<file path="src/rtl/dcache_req_arbiter_pkg.sv">
// rtl/dcache_req_arbiter_pkg.sv - shared encodings for the dcache request arbiter
//
// Purpose: owner and lock encodings, the owner-FIFO entry layout and the
// access-size codes shared with the dcache.
// Ports: none (package).

package dcache_req_arbiter_pkg;

  // Which pipe issued an accepted request.
  localparam logic OWN_P1 = 1'b0;
  localparam logic OWN_P2 = 1'b1;

  // Pipe holding the request port while the dcache withholds addr_ok.
  typedef enum logic [1:0] {
    LOCK_NONE = 2'd0,
    LOCK_P1   = 2'd1,
    LOCK_P2   = 2'd2
  } lock_e;

  // Access size codes, identical to the dcache's.
  localparam logic [1:0] SIZE_BYTE = 2'd0;
  localparam logic [1:0] SIZE_HALF = 2'd1;
  localparam logic [1:0] SIZE_WORD = 2'd2;

  typedef struct packed {
    logic owner;
    logic discard;
  } own_entry_t;

endpackage

</file>
<file path="src/rtl/arb_owner_fifo.sv">
// rtl/arb_owner_fifo.sv - in-order owner FIFO with broadcast discard
//
// Purpose: remembers which pipe issued each accepted dcache request so the
// in-order responses can be routed back; a flush marks every held entry as
// discard so its response is swallowed but still popped.
// Ports:
//   clk, reset          clock, synchronous active-high reset
//   push, push_owner    enqueue {push_owner, discard=0}
//   pop                 dequeue head (caller guarantees count != 0)
//   discard_all         set discard on every held entry
//   head_owner/discard  head entry fields
//   full, count         occupancy

import dcache_req_arbiter_pkg::*;

module arb_owner_fifo #(
  parameter int DEPTH = 2,
  parameter int CNT_W = $clog2(DEPTH) + 1
) (
  input  logic             clk,
  input  logic             reset,
  input  logic             push,
  input  logic             push_owner,
  input  logic             pop,
  input  logic             discard_all,
  output logic             head_owner,
  output logic             head_discard,
  output logic             full,
  output logic [CNT_W-1:0] count
);

  localparam int PTR_W = $clog2(DEPTH);

  own_entry_t       entries_q [DEPTH];
  own_entry_t       entries_d [DEPTH];
  logic [PTR_W-1:0] rd_ptr_q, rd_ptr_d;
  logic [PTR_W-1:0] wr_ptr_q, wr_ptr_d;
  logic [CNT_W-1:0] count_q, count_d;

  always_comb begin
    entries_d = entries_q;
    rd_ptr_d  = rd_ptr_q;
    wr_ptr_d  = wr_ptr_q;
    count_d   = count_q;

    // Discard is set on every slot, not only the valid ones: an empty slot
    // is always rewritten with discard = 0 when it is next pushed.
    if (discard_all) begin
      for (int i = 0; i < DEPTH; i++) begin
        entries_d[i].discard = 1'b1;
      end
    end

    if (push) begin
      entries_d[wr_ptr_q] = '{owner: push_owner, discard: 1'b0};
      wr_ptr_d            = wr_ptr_q + PTR_W'(1);
    end

    if (pop) begin
      rd_ptr_d = rd_ptr_q + PTR_W'(1);
    end

    if (push && !pop) begin
      count_d = count_q + CNT_W'(1);
    end else if (pop && !push) begin
      count_d = count_q - CNT_W'(1);
    end
  end

  always_ff @(posedge clk) begin
    if (reset) begin
      for (int i = 0; i < DEPTH; i++) begin
        entries_q[i] <= '{owner: OWN_P1, discard: 1'b0};
      end
      rd_ptr_q <= '0;
      wr_ptr_q <= '0;
      count_q  <= '0;
    end else begin
      entries_q <= entries_d;
      rd_ptr_q  <= rd_ptr_d;
      wr_ptr_q  <= wr_ptr_d;
      count_q   <= count_d;
    end
  end

  assign head_owner   = entries_q[rd_ptr_q].owner;
  assign head_discard = entries_q[rd_ptr_q].discard;
  assign full         = (count_q == CNT_W'(DEPTH));
  assign count        = count_q;

endmodule

</file>
<file path="src/rtl/dcache_req_arbiter.sv">
// rtl/dcache_req_arbiter.sv - two-pipe arbiter for the single dcache request port
//
// Purpose: grants the dcache port to pipe 1 (older) or pipe 2 (younger),
// holds the grant until addr_ok, and routes in-order data_ok/rdata back to
// the issuing pipe, dropping responses of flushed requests.
// Ports:
//   clk, reset                        clock, synchronous active-high reset
//   flush                             exception/eret flush pulse
//   req_x/wr_x/size_x/wstrb_x/addr_x/wdata_x   pipe x request
//   addr_ok_x, data_ok_x              per-pipe handshake / response
//   rdata_out                         shared load data
//   dcache_*                          dcache request/response port
//   busy                              any request outstanding

import dcache_req_arbiter_pkg::*;

module dcache_req_arbiter #(
  parameter int OUT_DEPTH = 2
) (
  input  logic        clk,
  input  logic        reset,
  input  logic        flush,
  input  logic        req_1,
  input  logic        req_2,
  input  logic        wr_1,
  input  logic        wr_2,
  input  logic [1:0]  size_1,
  input  logic [1:0]  size_2,
  input  logic [3:0]  wstrb_1,
  input  logic [3:0]  wstrb_2,
  input  logic [31:0] addr_1,
  input  logic [31:0] addr_2,
  input  logic [31:0] wdata_1,
  input  logic [31:0] wdata_2,
  output logic        addr_ok_1,
  output logic        addr_ok_2,
  output logic        data_ok_1,
  output logic        data_ok_2,
  output logic [31:0] rdata_out,
  output logic        dcache_req,
  output logic        dcache_wr,
  output logic [1:0]  dcache_size,
  output logic [3:0]  dcache_wstrb,
  output logic [31:0] dcache_addr,
  output logic [31:0] dcache_wdata,
  input  logic        dcache_addr_ok,
  input  logic        dcache_data_ok,
  input  logic [31:0] dcache_rdata,
  output logic        busy
);

  localparam int CNT_W = $clog2(OUT_DEPTH) + 1;

  lock_e            lock_q, lock_d;
  logic             sel_p2;
  logic             req_sel;
  logic             handshake;
  logic             pop;
  logic             fifo_full;
  logic             head_owner;
  logic             head_discard;
  logic [CNT_W-1:0] count;

  // A held lock wins outright; otherwise the older slot has priority.
  always_comb begin
    sel_p2  = (lock_q == LOCK_P2) ||
              ((lock_q == LOCK_NONE) && !req_1 && req_2);
    req_sel = sel_p2 ? req_2 : req_1;
  end

  always_comb begin
    dcache_req   = req_sel && !fifo_full && !flush;
    dcache_wr    = 1'b0;
    dcache_size  = 2'd0;
    dcache_wstrb = 4'd0;
    dcache_addr  = 32'd0;
    dcache_wdata = 32'd0;
    if (req_sel) begin
      dcache_wr    = sel_p2 ? wr_2    : wr_1;
      dcache_size  = sel_p2 ? size_2  : size_1;
      dcache_wstrb = sel_p2 ? wstrb_2 : wstrb_1;
      dcache_addr  = sel_p2 ? addr_2  : addr_1;
      dcache_wdata = sel_p2 ? wdata_2 : wdata_1;
    end
  end

  assign handshake = dcache_req && dcache_addr_ok;
  assign addr_ok_1 = handshake && !sel_p2;
  assign addr_ok_2 = handshake && sel_p2;

  always_comb begin
    lock_d = lock_q;
    if (flush || handshake) begin
      lock_d = LOCK_NONE;
    end else if (dcache_req) begin
      lock_d = sel_p2 ? LOCK_P2 : LOCK_P1;
    end
  end

  always_ff @(posedge clk) begin
    if (reset) begin
      lock_q <= LOCK_NONE;
    end else begin
      lock_q <= lock_d;
    end
  end

  // A data_ok with nothing outstanding is a dcache protocol error; ignore it.
  assign pop = dcache_data_ok && (count != '0);

  arb_owner_fifo #(
    .DEPTH (OUT_DEPTH),
    .CNT_W (CNT_W)
  ) u_owner_fifo (
    .clk          (clk),
    .reset        (reset),
    .push         (handshake),
    .push_owner   (sel_p2 ? OWN_P2 : OWN_P1),
    .pop          (pop),
    .discard_all  (flush),
    .head_owner   (head_owner),
    .head_discard (head_discard),
    .full         (fifo_full),
    .count        (count)
  );

  // The flush term covers a response landing in the flush cycle itself,
  // before the discard bits have been written.
  assign data_ok_1 = pop && !head_discard && !flush && (head_owner == OWN_P1);
  assign data_ok_2 = pop && !head_discard && !flush && (head_owner == OWN_P2);
  assign rdata_out = dcache_rdata;
  assign busy      = (count != '0);

endmodule

</file>
<file path="config.mk">
export PLATFORM = sky130hd
export DESIGN_NAME = dcache_req_arbiter
export DESIGN_NICKNAME = d
export VERILOG_FILES = /design/src/rtl/dcache_req_arbiter_pkg.sv /design/src/rtl/arb_owner_fifo.sv /design/src/rtl/dcache_req_arbiter.sv
export SDC_FILE = /design/constraint.sdc
export NUM_CORES = 1
export LEC_CHECK = 0
export ABC_AREA = 1
export CORE_AREA = 2 2 113 115
export CTS_BUF_LIST = sky130_fd_sc_hd__clkbuf_2 sky130_fd_sc_hd__clkbuf_4 sky130_fd_sc_hd__clkbuf_8
export DETAILED_ROUTE_END_ITERATION = 6
export DIE_AREA = 0 0 115 117
export GPL_ROUTABILITY_DRIVEN = 0
export PLACE_DENSITY = 0.64
export SYNTH_ARGS = -nofsm -noshare
export SYNTH_HDL_FRONTEND = slang
export SYNTH_SLANG_ARGS = --single-unit
</file>
<file path="constraint.sdc">
create_clock -name clk -period 1.6 [get_ports clk]
set_input_delay 0.32 -clock clk [delete_from_list [all_inputs] [get_ports clk]]
set_output_delay 0.32 -clock clk [all_outputs]
set_load 0.03 [all_outputs]
</file>
After elaboration in Yosys (flattened, before gate mapping)
Index checks and enable logic that the tools add are counted.
W data, S select, Z words.
{"block": "word_totals", "regBits": 10, "output_inout_bits": 109}
{"block": "op_classes", "n_addsub": 4, "order_cmp": 3, "n_eq_ne": 2, "muxes": 24, "n_bitwise": 3, "reduce_logical": 28}
{"operator": "$mux W32", "count": 4}
{"operator": "$mux W2", "count": 9}
{"operator": "$logic_and A1 B1 Y1", "count": 15}
{"operator": "$mux W4", "count": 2}
{"operator": "$logic_not A1 Y1", "count": 7}
{"operator": "$mux W1", "count": 6}
{"operator": "$bwmux W4", "count": 1}
{"operator": "$eq A2 B2 Y1 const B", "count": 2}
{"operator": "$ge A2 B2 Y1 const B", "count": 2}
{"operator": "$not A1 Y2", "count": 2}
{"operator": "$reduce_bool A2 Y1", "count": 2}
{"operator": "$mux W3", "count": 1}
{"operator": "$add A1 B1 Y1 const B", "count": 2}
{"operator": "$add A2 B1 Y2 const B", "count": 1}
{"operator": "$demux W2 S1", "count": 1}
{"operator": "$logic_not A2 Y1", "count": 1}
{"operator": "$logic_or A1 B1 Y1", "count": 2}
{"operator": "$lt A2 B1 Y1 const B", "count": 1}
{"operator": "$reduce_or A2 Y1", "count": 1}
{"operator": "$sub A2 B1 Y2 const B", "count": 1}
{"operator": "$not A1 Y1", "count": 1}

Logic depth before layout (Yosys ltp)
Gate-level depths: netlist of run 1.
{"block": "depth", "depth_word": 12, "depth_mapped": 13, "mapped_depth_nobuf": 13}

By module
Synthesis of run 1 repeated with hierarchy kept, for this count alone.
{"block": "hier_totals", "hier_cells": 490, "hier_area_um2": 2249.7}
{"mod": "dcache_req_arbiter", "n_inst": 1, "cells_each": 444, "area_each_um2": 1903.1, "seq_area_each_um2": 40.0}
{"mod": "arb_owner_fifo", "n_inst": 1, "cells_each": 46, "area_each_um2": 346.6, "seq_area_each_um2": 160.2}

Worst setup path before layout of run 1
OpenSTA, ideal clock, no wires.
{"block": "synth_timing", "kind": "reg-to-output", "start": "register u_owner_fifo.count_q[1], in the netlist u_owner_fifo.count[1]", "end": "output port data_ok_1", "t_arrival_ns": 1.798, "required_time_ns": 1.280, "path_slack_ns": -0.518, "path_stages_with_launch": 5, "path_buffers": 0, "path_cell_list": "dfxtp_1 > inv_1 > nand2_1 > nand2_1 > nor4_1"}
{"block": "synth_between", "elab_chain_len": 5}
{"item": "start, declared", "line": "arb_owner_fifo.sv:38", "text": "logic [CNT_W-1:0] count_q, count_d;"}
{"item": "start signal, assigned", "line": "arb_owner_fifo.sv:82", "text": "count_q <= count_d;"}
{"item": "$reduce_bool A2 Y1"}
{"item": "named net busy", "line": "dcache_req_arbiter.sv:49", "text": "output logic busy"}
{"item": "$logic_and A1 B1 Y1", "line": "dcache_req_arbiter.sv:109", "text": "assign pop = dcache_data_ok && (count != '0);"}
{"item": "$logic_and A1 B1 Y1 (3 in series)", "line": "dcache_req_arbiter.sv:129", "text": "assign data_ok_1 = pop && !head_discard && !flush && (head_owner == OWN_P1);"}
{"item": "end, declared", "line": "dcache_req_arbiter.sv:37", "text": "output logic data_ok_1,"}
The timed path passes the listed nets, and every way through them passes these cells.

Worst setup path after layout of run 1
{"block": "layout_timing", "start": "register lock_q[1]", "end": "output port dcache_wstrb[2]"}
{"block": "layout_between", "elab_chain_len": 6, "word_cells_on_any_way": 8, "classes_between": "eq/ne: 1; mux: 3; reduce/logical: 4"}
{"item": "start, declared", "line": "dcache_req_arbiter.sv:54", "text": "lock_e lock_q, lock_d;"}
{"item": "start signal, assigned", "line": "dcache_req_arbiter.sv:104", "text": "lock_q <= lock_d;"}
{"item": "$logic_not A2 Y1", "line": "dcache_req_arbiter.sv:67", "text": "((lock_q == LOCK_NONE) && !req_1 && req_2);"}
{"item": "$logic_and A1 B1 Y1 (2 in series)", "line": "dcache_req_arbiter.sv:67"}
{"item": "$logic_or A1 B1 Y1 (*)", "line": "dcache_req_arbiter.sv:66", "text": "sel_p2 = (lock_q == LOCK_P2) ||"}
{"item": "$mux W4 or $mux W1 (tied branches)", "line": "dcache_req_arbiter.sv:81, dcache_req_arbiter.sv:68"}
{"item": "$mux W4 (*)", "line": "dcache_req_arbiter.sv:78", "text": "if (req_sel) begin"}
{"item": "end, declared", "line": "dcache_req_arbiter.sv:43", "text": "output logic [3:0] dcache_wstrb,"}
Every way passes the cells marked *; elsewhere a longest branch is shown, timed or not.

==> metrics.md, run 1 <==
| Metric | Value |
|---|---|
| Vias in the first global route | `3,301` |
| Capturing element type of the critical path | `output pin` |
| CP max FO | `5` |
| # DRC | `0` |
| Avg Inst Size Synth | `4.69 µm²` |
| Hold slack | `0.476 ns` |
| P_int | `1.71 mW` |
| Overall Power | `2.96 mW` |
| Post-synthesis mux area share | `0%` |
| CP peak stage delay | `0.34 ns` |
| Setup repair after global routing missed its margin | `true` |
| Fin nets | `895` |
| Cells after Synth | `484` |
| Global-route wire length before repair | `16,900 µm` |
| Syn_nets | `666` |
| Crit path to | `dcache_wstrb[2]` |
| Failing checks | `setup timing` |
| H-tree Lvls | `1` |
| Drt total wl | `12,000 µm` |
| Total Negative Setup Slacks | `-19.84 ns` |
| Largest family of logic cells by synthesized area | `simple AND/OR/NAND/NOR gates` |
| Sequential share of power | `10.0%` |
| Origin of the critical flop-to-flop path | `lock_q[1]` |
| First-pass detailed-route iteration total | `4` |
| Top cells by area, synth | `nand2_1, inv_1, buf_4` |
| Clock power share | `10.6%` |
| Yosys top cell area share | `49.1%` |
| Crit path kind | `reg -> out` |
| Sw Ratio | `42.3%` |
| Antenna violations before repair | `2` |
| Post-synth top area cell | `nand2_1` |
| Filler-free cell count of the finished design | `864` |
| Post-route ant nets | `0` |
| GRT Total Usage | `15.9%` |
| Reg area | `204 µm²` |
| Multi-input gate area | `1670 µm²` |
| Critical Path Source Type | `flop` |
| Max cap viols | `0` |
| DP HPWL | `7020 µm` |
| Yosys warns | `0` |
| Share of cells above drive strength 1 | `35.7%` |
| Worst-case reg-to-reg path depth | `14` |
| Rel. slew slack | `79.4%` |
| R2r endpoint | `u_owner_fifo.count[1]` |
| Final slew viol count | `0` |
| Area delta synth->final | `152%` |
| Io pins | `290` |
| Final setup fails | `76` |
| Final Skew | `0.000845 ns` |
| P_sw | `1.25 mW` |
| # rows | `41` |
| Max IR drop VDD | `0.488 mV` |
| Pin count of the biggest net entering global routing | `19` |
| CTS Buf Count | `3` |
| FILL cells | `1,200` |
| Compound-Gate Fraction of Synth Area | `3.25%` |
| CP most frequent cell | `nand2_4` |
| Max frequency | `0.525 GHz` |
| Final Util | `46.6%` |
| CTS tree | `yes` |
| Comb pwr share | `79.4%` |
| Outcome | `finished with violations` |
| Post-Synth Simple-Gate Area | `54.6%` |
| CTS sink count | `10` |
| Worst path arrival time | `1.59 ns` |
| Number of port buffers | `225` |
| Core Region | `12,300 µm²` |
| Die Y-Extent | `117 µm` |
| Clock latency on the worst-skew pair | `0.23 ns` |
| Clock root buffer master | `clkbuf_8` |
| Initial Util | `18.5%` |
| Fin crit share | `119%` |
| Via density | `4.08` |
| 1st-iter DRT viols | `81` |
| R2R setup slack | `-0.15 ns` |
| Worst-path clk slew | `0.05 ns` |
| Hold Crit Class | `reg -> reg` |
| CP startpoint | `lock_q[1]` |
| Post-Syn Area | `2270 µm²` |
| Power per cell area | `515 nW/µm²` |
| GRT overflow | `0` |
| Final Hold Vio Count | `0` |
| Dpl cells | `826` |
| Vias post-DR | `3,521` |
| Post-route setup slack | `-0.306 ns` |
| Slew @ Worst Pin | `0.310 ns` |
| Worst-path cell with the longest stage delay | `dfxtp_2` |
| Synth Area in XOR/XNOR | `0%` |
| Yosys cell types | `21` |
| CTS max path bufs | `2` |
| Static Leak | `3.18 nW` |
| Die Footprint | `13,500 µm²` |
| Die Width | `115 µm` |
| Worst EP required | `1.28 ns` |
| Tmin final | `1.91 ns` |
| Sequential fraction of the synthesis area | `8.81%` |
| CP cell instances | `inv_2 > nand2_4 > nand2_4 > nand2_2 > nand2_4 > buf_6 > buf_12 > clkbuf_16 > nand2_1 > inv_1 > buf_6` |
| Routed wire per std cell | `13.9 µm` |
| Post-Synth Adder-Cell Area | `0.551%` |
| #FFs+latches synth | `10` |
==> cells in the final DEF (no fill, tap or decap), types with 2 or more instances in the layout <==
cell type        instances
o21ai_0                  2
inv_1                   56
buf_12                  14
nor4_4                   2
a21oi_1                  6
clkbuf_16                4
buf_8                    3
buf_6                   83
inv_2                   28
diode_2                  2
buf_16                  12
dlygate4sd2_1            3
clkbuf_8                 4
nand3_1                  3
nand2_2                 55
nor2_1                   7
dfxtp_2                  3
nand2_4                 16
buf_4                   14
a21oi_2                  2
nor2_4                   2
dfxtp_1                  7
o21ai_2                  2
clkdlybuf4s50_1        144
nand2_1                228
==> per-layer routing <==
layer  wire [µm]  share of wire, %  vias up  global-route usage, %
met2        5810                48      152                   28.4
met5           0                 0        -                      0
met4          50              0.42        0                   1.12
li1            -                 -     1823                      -
met1        5190                43     1536                   20.2
met3         933               7.8       10                   3.71
==> worst min-delay path by stage <==
stage	startpoint	end	slack (ns)	cells past startpoint
after floorplan	reset	u_owner_fifo.entries_q[1]	0.39	1
after global placement	u_owner_fifo.entries_q[1]	u_owner_fifo.entries_q[1]	0.46	2
after detailed placement	u_owner_fifo.entries_q[3]	u_owner_fifo.entries_q[3]	0.46	2
after CTS	u_owner_fifo.entries_q[1]	u_owner_fifo.entries_q[1]	0.48	2
after global routing	u_owner_fifo.entries_q[1]	u_owner_fifo.entries_q[1]	0.49	2
final	u_owner_fifo.entries_q[1]	u_owner_fifo.entries_q[1]	0.48	2
==> stage by stage <==
stage / setup slack (ns) / area [µm²]
after detailed placement: -0.611 / 4390
final: -0.306 / 5740
after CTS: -0.288 / 5510
after global routing: -0.366 / 5730
after global placement: -0.578 / 4390
after floorplan: -0.00825 / 2300
==> logic make-up (layout without fill, tap and decap cells) <==
| logic type | Yosys count | in the layout |
|---|---|---|
| AND/OR/NAND/NOR | 319 | 319 |
| buffers and inverters | 140 | 368 |
| AO/OA/AOI/OAI | 14 | 14 |
| flip-flops | 10 | 10 |
| adder cells (fa/ha/maj) | 1 | 1 |
| other | 0 | 2 |
==> sequential cells by signal, indices dropped and copies added, names as in the netlist <==
register and cells:
lock_q 2, u_owner_fifo.count 2, u_owner_fifo.entries_q 4, u_owner_fifo.rd_ptr_q 1, u_owner_fifo.wr_ptr_q 1
==> synthesized netlist by cell type (all sizes together) <==
cell type    n
nor3         1
nand2      299
nor2         9
ha           1
nand3        5
buf         55
a21oi        8
or2          1
dfxtp       10
o21ai        6
nand4        2
nor4         2
inv         85
==> worst max-delay path: cells and delay by family (launching register included) <==
family                 cells  cell delay (ns)
flip-flops                 1             0.34
AND/OR/NAND/NOR            5             0.37
buffers and inverters      6             0.65
==> power groups by stage <==
| stage | clock network (mW) | registers (mW) | logic, mW |
|---|---|---|---|
| after floorplan | 0 | 0.290 | 1.04 |
| after global placement | 0 | 0.292 | 1.68 |
| after detailed placement | 0 | 0.293 | 1.68 |
| after CTS | 0.318 | 0.290 | 2.24 |
| after global routing | 0.330 | 0.299 | 2.52 |
| final | 0.313 | 0.295 | 2.35 |
==> final cells by class <==
type,instances,area share [%]
diodes,2,0.0873
repair buffers,279,57.2
inverters,85,5.78
clock buffers,4,0.960
flip-flops and latches,10,3.56
multi-input cells,334,29.2
well taps,150,3.27
==> timing repair <==
| action | in CTS | in global routing |
|---|---|---|
| buffers inserted | 15 | 1 |
| pin swaps | 25 | 20 |
| hold buffers | 0 | 0 |
| endpoints found under the setup margin | 86 | 78 |
| resized for setup | 190 | 63 |
| gates cloned | 14 | 5 |
Note: power is estimated with default switching activity, not from simulation.
==> run 2: changes to the inputs <==
--- a/config.mk
+++ b/config.mk
@@ -6,6 +6,7 @@
 export NUM_CORES = 1
 export LEC_CHECK = 0
 export ABC_AREA = 1
+export CAP_MARGIN = 20
 export CORE_AREA = 2 2 113 115
 export CTS_BUF_LIST = sky130_fd_sc_hd__clkbuf_2 sky130_fd_sc_hd__clkbuf_4 sky130_fd_sc_hd__clkbuf_8
 export DETAILED_ROUTE_END_ITERATION = 6
==> results of run 2 <==
Final layout, timing and power as in run 1 (identical DEF).
==> run 3: changes to the inputs <==
--- a/config.mk
+++ b/config.mk
@@ -7,12 +7,14 @@
 export LEC_CHECK = 0
 export ABC_AREA = 1
 export CAP_MARGIN = 20
-export CORE_AREA = 2 2 113 115
+export CELL_PAD_IN_SITES_DETAIL_PLACEMENT = 0
+export CELL_PAD_IN_SITES_GLOBAL_PLACEMENT = 1
+export CORE_MARGIN = 2
+export CORE_UTILIZATION = 13
 export CTS_BUF_LIST = sky130_fd_sc_hd__clkbuf_2 sky130_fd_sc_hd__clkbuf_4 sky130_fd_sc_hd__clkbuf_8
 export DETAILED_ROUTE_END_ITERATION = 6
-export DIE_AREA = 0 0 115 117
 export GPL_ROUTABILITY_DRIVEN = 0
-export PLACE_DENSITY = 0.64
+export PLACE_DENSITY = 0.8
 export SYNTH_ARGS = -nofsm -noshare
 export SYNTH_HDL_FRONTEND = slang
 export SYNTH_SLANG_ARGS = --single-unit
==> metrics.md, run 3 (synthesis gave the netlist of run 1 again) <==
| Metric | Value |
|---|---|
| Worst-path clk slew | `0.05 ns (about the same)` |
| Max reg flops | `4 (unchanged)` |
| Setup repair after global routing missed its margin | `true (unchanged)` |
| Io pins | `290 (unchanged)` |
| Hold Crit Class | `reg -> reg (unchanged)` |
| CP most frequent cell | `nand2_4 (unchanged)` |
| Slew @ Worst Pin | `0.309 ns (was 0.310 ns)` |
| P_int | `1.57 mW (was 1.71 mW)` |
| Max frequency | `0.524 GHz (was 0.525 GHz)` |
| Routed wire per std cell | `13.1 µm (was 13.9 µm)` |
| Placed cell area | `4450 µm² (was 4390 µm²)` |
| Vias in the first global route | `3,133 (was 3,301)` |
| First-pass detailed-route iteration total | `4 (unchanged)` |
| H-tree Lvls | `1 (unchanged)` |
| CP startpoint | `lock_q[1] (unchanged)` |
| CP cell instances | `inv_2 > nand2_4 > nand2_8 > nand2_4 > nand2_4 > buf_12 > nand3_4 > buf_6 > nor2_4 > buf_6 (was inv_2 > nand2_4 > nand2_4 > nand2_2 > nand2_4 > buf_6 > buf_12 > clkbuf_16 > nand2_1 > inv_1 > buf_6)` |
| Fin crit share | `119% (about the same)` |
| Via density | `3.69 (was 4.08)` |
| Crit path max-delay family | `simple AND/OR/NAND/NOR gates (was buffers and inverters)` |
| Final slew viol count | `0 (unchanged)` |
| Failing checks | `setup timing (unchanged)` |
| Area delta synth->final | `137% (was 152%)` |
| GRT Total Usage | `11.3% (was 15.9%)` |
| Die Y-Extent | `136 µm (was 117 µm)` |
| Clock latency on the worst-skew pair | `0.24 ns (was 0.23 ns)` |
| Tmin final | `1.91 ns (about the same)` |
| Die Footprint | `18,600 µm² (was 13,500 µm²)` |
| CTS Buf Count | `3 (unchanged)` |
| Final setup fails | `77 (was 76)` |
| # rows | `48 (was 41)` |
| Power per cell area | `519 nW/µm² (was 515 nW/µm²)` |
| Clock root buffer master | `clkbuf_8 (unchanged)` |
| CTS Hold Bufs | `0 (unchanged)` |
| Pin count of the biggest net entering global routing | `26 (was 19)` |
| P_sw | `1.22 mW (was 1.25 mW)` |
| Overall Power | `2.80 mW (was 2.96 mW)` |
| Static Leak | `3.05 nW (was 3.18 nW)` |
| Sw Ratio | `43.8% (was 42.3%)` |
| Comb pwr share | `77.4% (was 79.4%)` |
| Core Region | `17,200 µm² (was 12,300 µm²)` |
| Max cap viols | `0 (unchanged)` |
| Origin of the critical flop-to-flop path | `lock_q[1] (unchanged)` |
| Design Area, Final | `5390 µm² (was 5740 µm²)` |
| Antenna violations before repair | `0 (was 2)` |
| CP max FO | `4 (was 5)` |
| Rel. slew slack | `79.5% (was 79.4%)` |
| Ant diodes | `0 (was 2)` |
| Post-Place Worst Slack | `-0.630 ns (was -0.611 ns)` |
| CTS max path bufs | `2 (unchanged)` |
| Vias post-DR | `3,421 (was 3,521)` |
| Drt total wl | `12,100 µm (was 12,000 µm)` |
| CP peak stage delay | `0.32 ns (was 0.34 ns)` |
| DP HPWL | `7490 µm (was 7020 µm)` |
| Number of port buffers | `225 (unchanged)` |
| Global-route wire length before repair | `16,300 µm (was 16,900 µm)` |
| Share of cells above drive strength 1 | `28.7% (was 35.7%)` |
| Fin nets | `886 (was 895)` |
| 1st-iter DRT viols | `67 (was 81)` |
| Worst path arrival time | `1.59 ns (about the same)` |
| Initial Util | `13.2% (was 18.5%)` |
| Die Width | `136 µm (was 115 µm)` |
| Worst path bufs/invs | `4 (was 6)` |
| Worst-path cell with the longest stage delay | `dfxtp_2 (unchanged)` |
| Final Skew | `0.00467 ns (was 0.000845 ns)` |
| GRT overflow | `0 (unchanged)` |
| CTS sink count | `10 (unchanged)` |
| Outcome | `finished with violations (unchanged)` |
| Sequential share of power | `10.7% (was 10.0%)` |
| # DRC | `0 (unchanged)` |
| Max IR drop VDD | `0.673 mV (was 0.488 mV)` |
| Crit path kind | `reg -> out (unchanged)` |
| Hold Crit Start | `u_owner_fifo.entries_q[0] (was u_owner_fifo.entries_q[1])` |
| Most flops, register | `u_owner_fifo.entries_q (unchanged)` |
| Worst EP required | `1.28 ns (about the same)` |
| Post-route ant nets | `0 (unchanged)` |
| Post-route setup slack | `-0.308 ns (was -0.306 ns)` |
| Final Hold Vio Count | `0 (unchanged)` |
| Clock power share | `11.9% (was 10.6%)` |
| Commonest cells after routing, fill and taps aside | `nand2_1, clkdlybuf4s50_1, inv_1, buf_6, buf_4 (was nand2_1, clkdlybuf4s50_1, buf_6, inv_1, nand2_2)` |
| Most common cell after layout, fill and taps aside | `nand2_1 (unchanged)` |
| Critical Path Source Type | `flop (unchanged)` |
| CTS tree | `yes (unchanged)` |
| Capturing element type of the critical path | `output pin (unchanged)` |
## run 3: changes by cell type in the layout (fill, tap and decap cells not counted), moves of 4 or more
cell	before	now
nand2_1	228	264
nand2_2	55	21
buf_4	14	46
buf_6	83	53
inv_2	28	18
inv_1	56	64
buf_12	14	9
buf_16	12	8
## run 3: tightest hold or removal path, cell delays in order (launching register included)
cell	delay, ns
dfxtp_1	0.31
nor2_1	0.08
nor2_1	0.05
## run 3: routing by layer
layer / up-vias / GRT usage (%) / wire, µm
met4: 0 / 1.50 / 124
met1: 1468 / 13.8 / 5030
met5: - / 0 / 0
met2: 153 / 21.0 / 5910
li1: 1789 / - / -
met3: 11 / 2.01 / 1060
## run 3: area by class of cell
class	count	area [µm²]
Inverter	85	332
Clock buffer	4	55.1
Multi-Input combinational cell	334	1590
Fill cell	1889	11800
Timing Repair Buffer	270	2930
Sequential cell	10	205
Tap cell	225	282
## run 3: worst paths after layout
kind | endpoint | slack (ns) | cells after the start
worst min register to register | u_owner_fifo.entries_q[0] | 0.49 | 2
worst max-delay path | addr_ok_2 | -0.31 | 10
worst min-delay path | u_owner_fifo.entries_q[0] | 0.49 | 2
worst max register to register | u_owner_fifo.count[1] | -0.17 | 14
## run 3: power by group through the flow
stage | sequential [mW] | combinational [mW] | clock (mW)
2_1_floorplan | 0.290 | 1.04 | 0
5_1_grt | 0.302 | 2.33 | 0.344
3_5_place_dp | 0.293 | 1.68 | 0
4_1_cts | 0.292 | 2.08 | 0.333
3_3_place_gp | 0.293 | 1.68 | 0
6_report | 0.300 | 2.16 | 0.334
## run 3: through the flow
step | hold WS, ns | util, % | instances | setup TNS (ns)
final | 0.487 | 31.4 | 928 | -17.29
after global routing | 0.510 | 31.4 | 928 | -22.95
after CTS | 0.476 | 30.2 | 925 | -19.50
after detailed placement | 0.468 | 25.9 | 899 | -44.60
after global placement | 0.459 | 25.9 | 899 | -43.40
after floorplan | 0.389 | - | 484 | -0.00825
## run 3: timing repair
item | in CTS | in global routing
setup endpoints to repair | 86 | 79
pin swaps | 12 | 9
buffers inserted | 12 | 3
gates cloned | 10 | 3
endpoints found under the hold margin | 0 | 0
gates resized for setup | 106 | 64
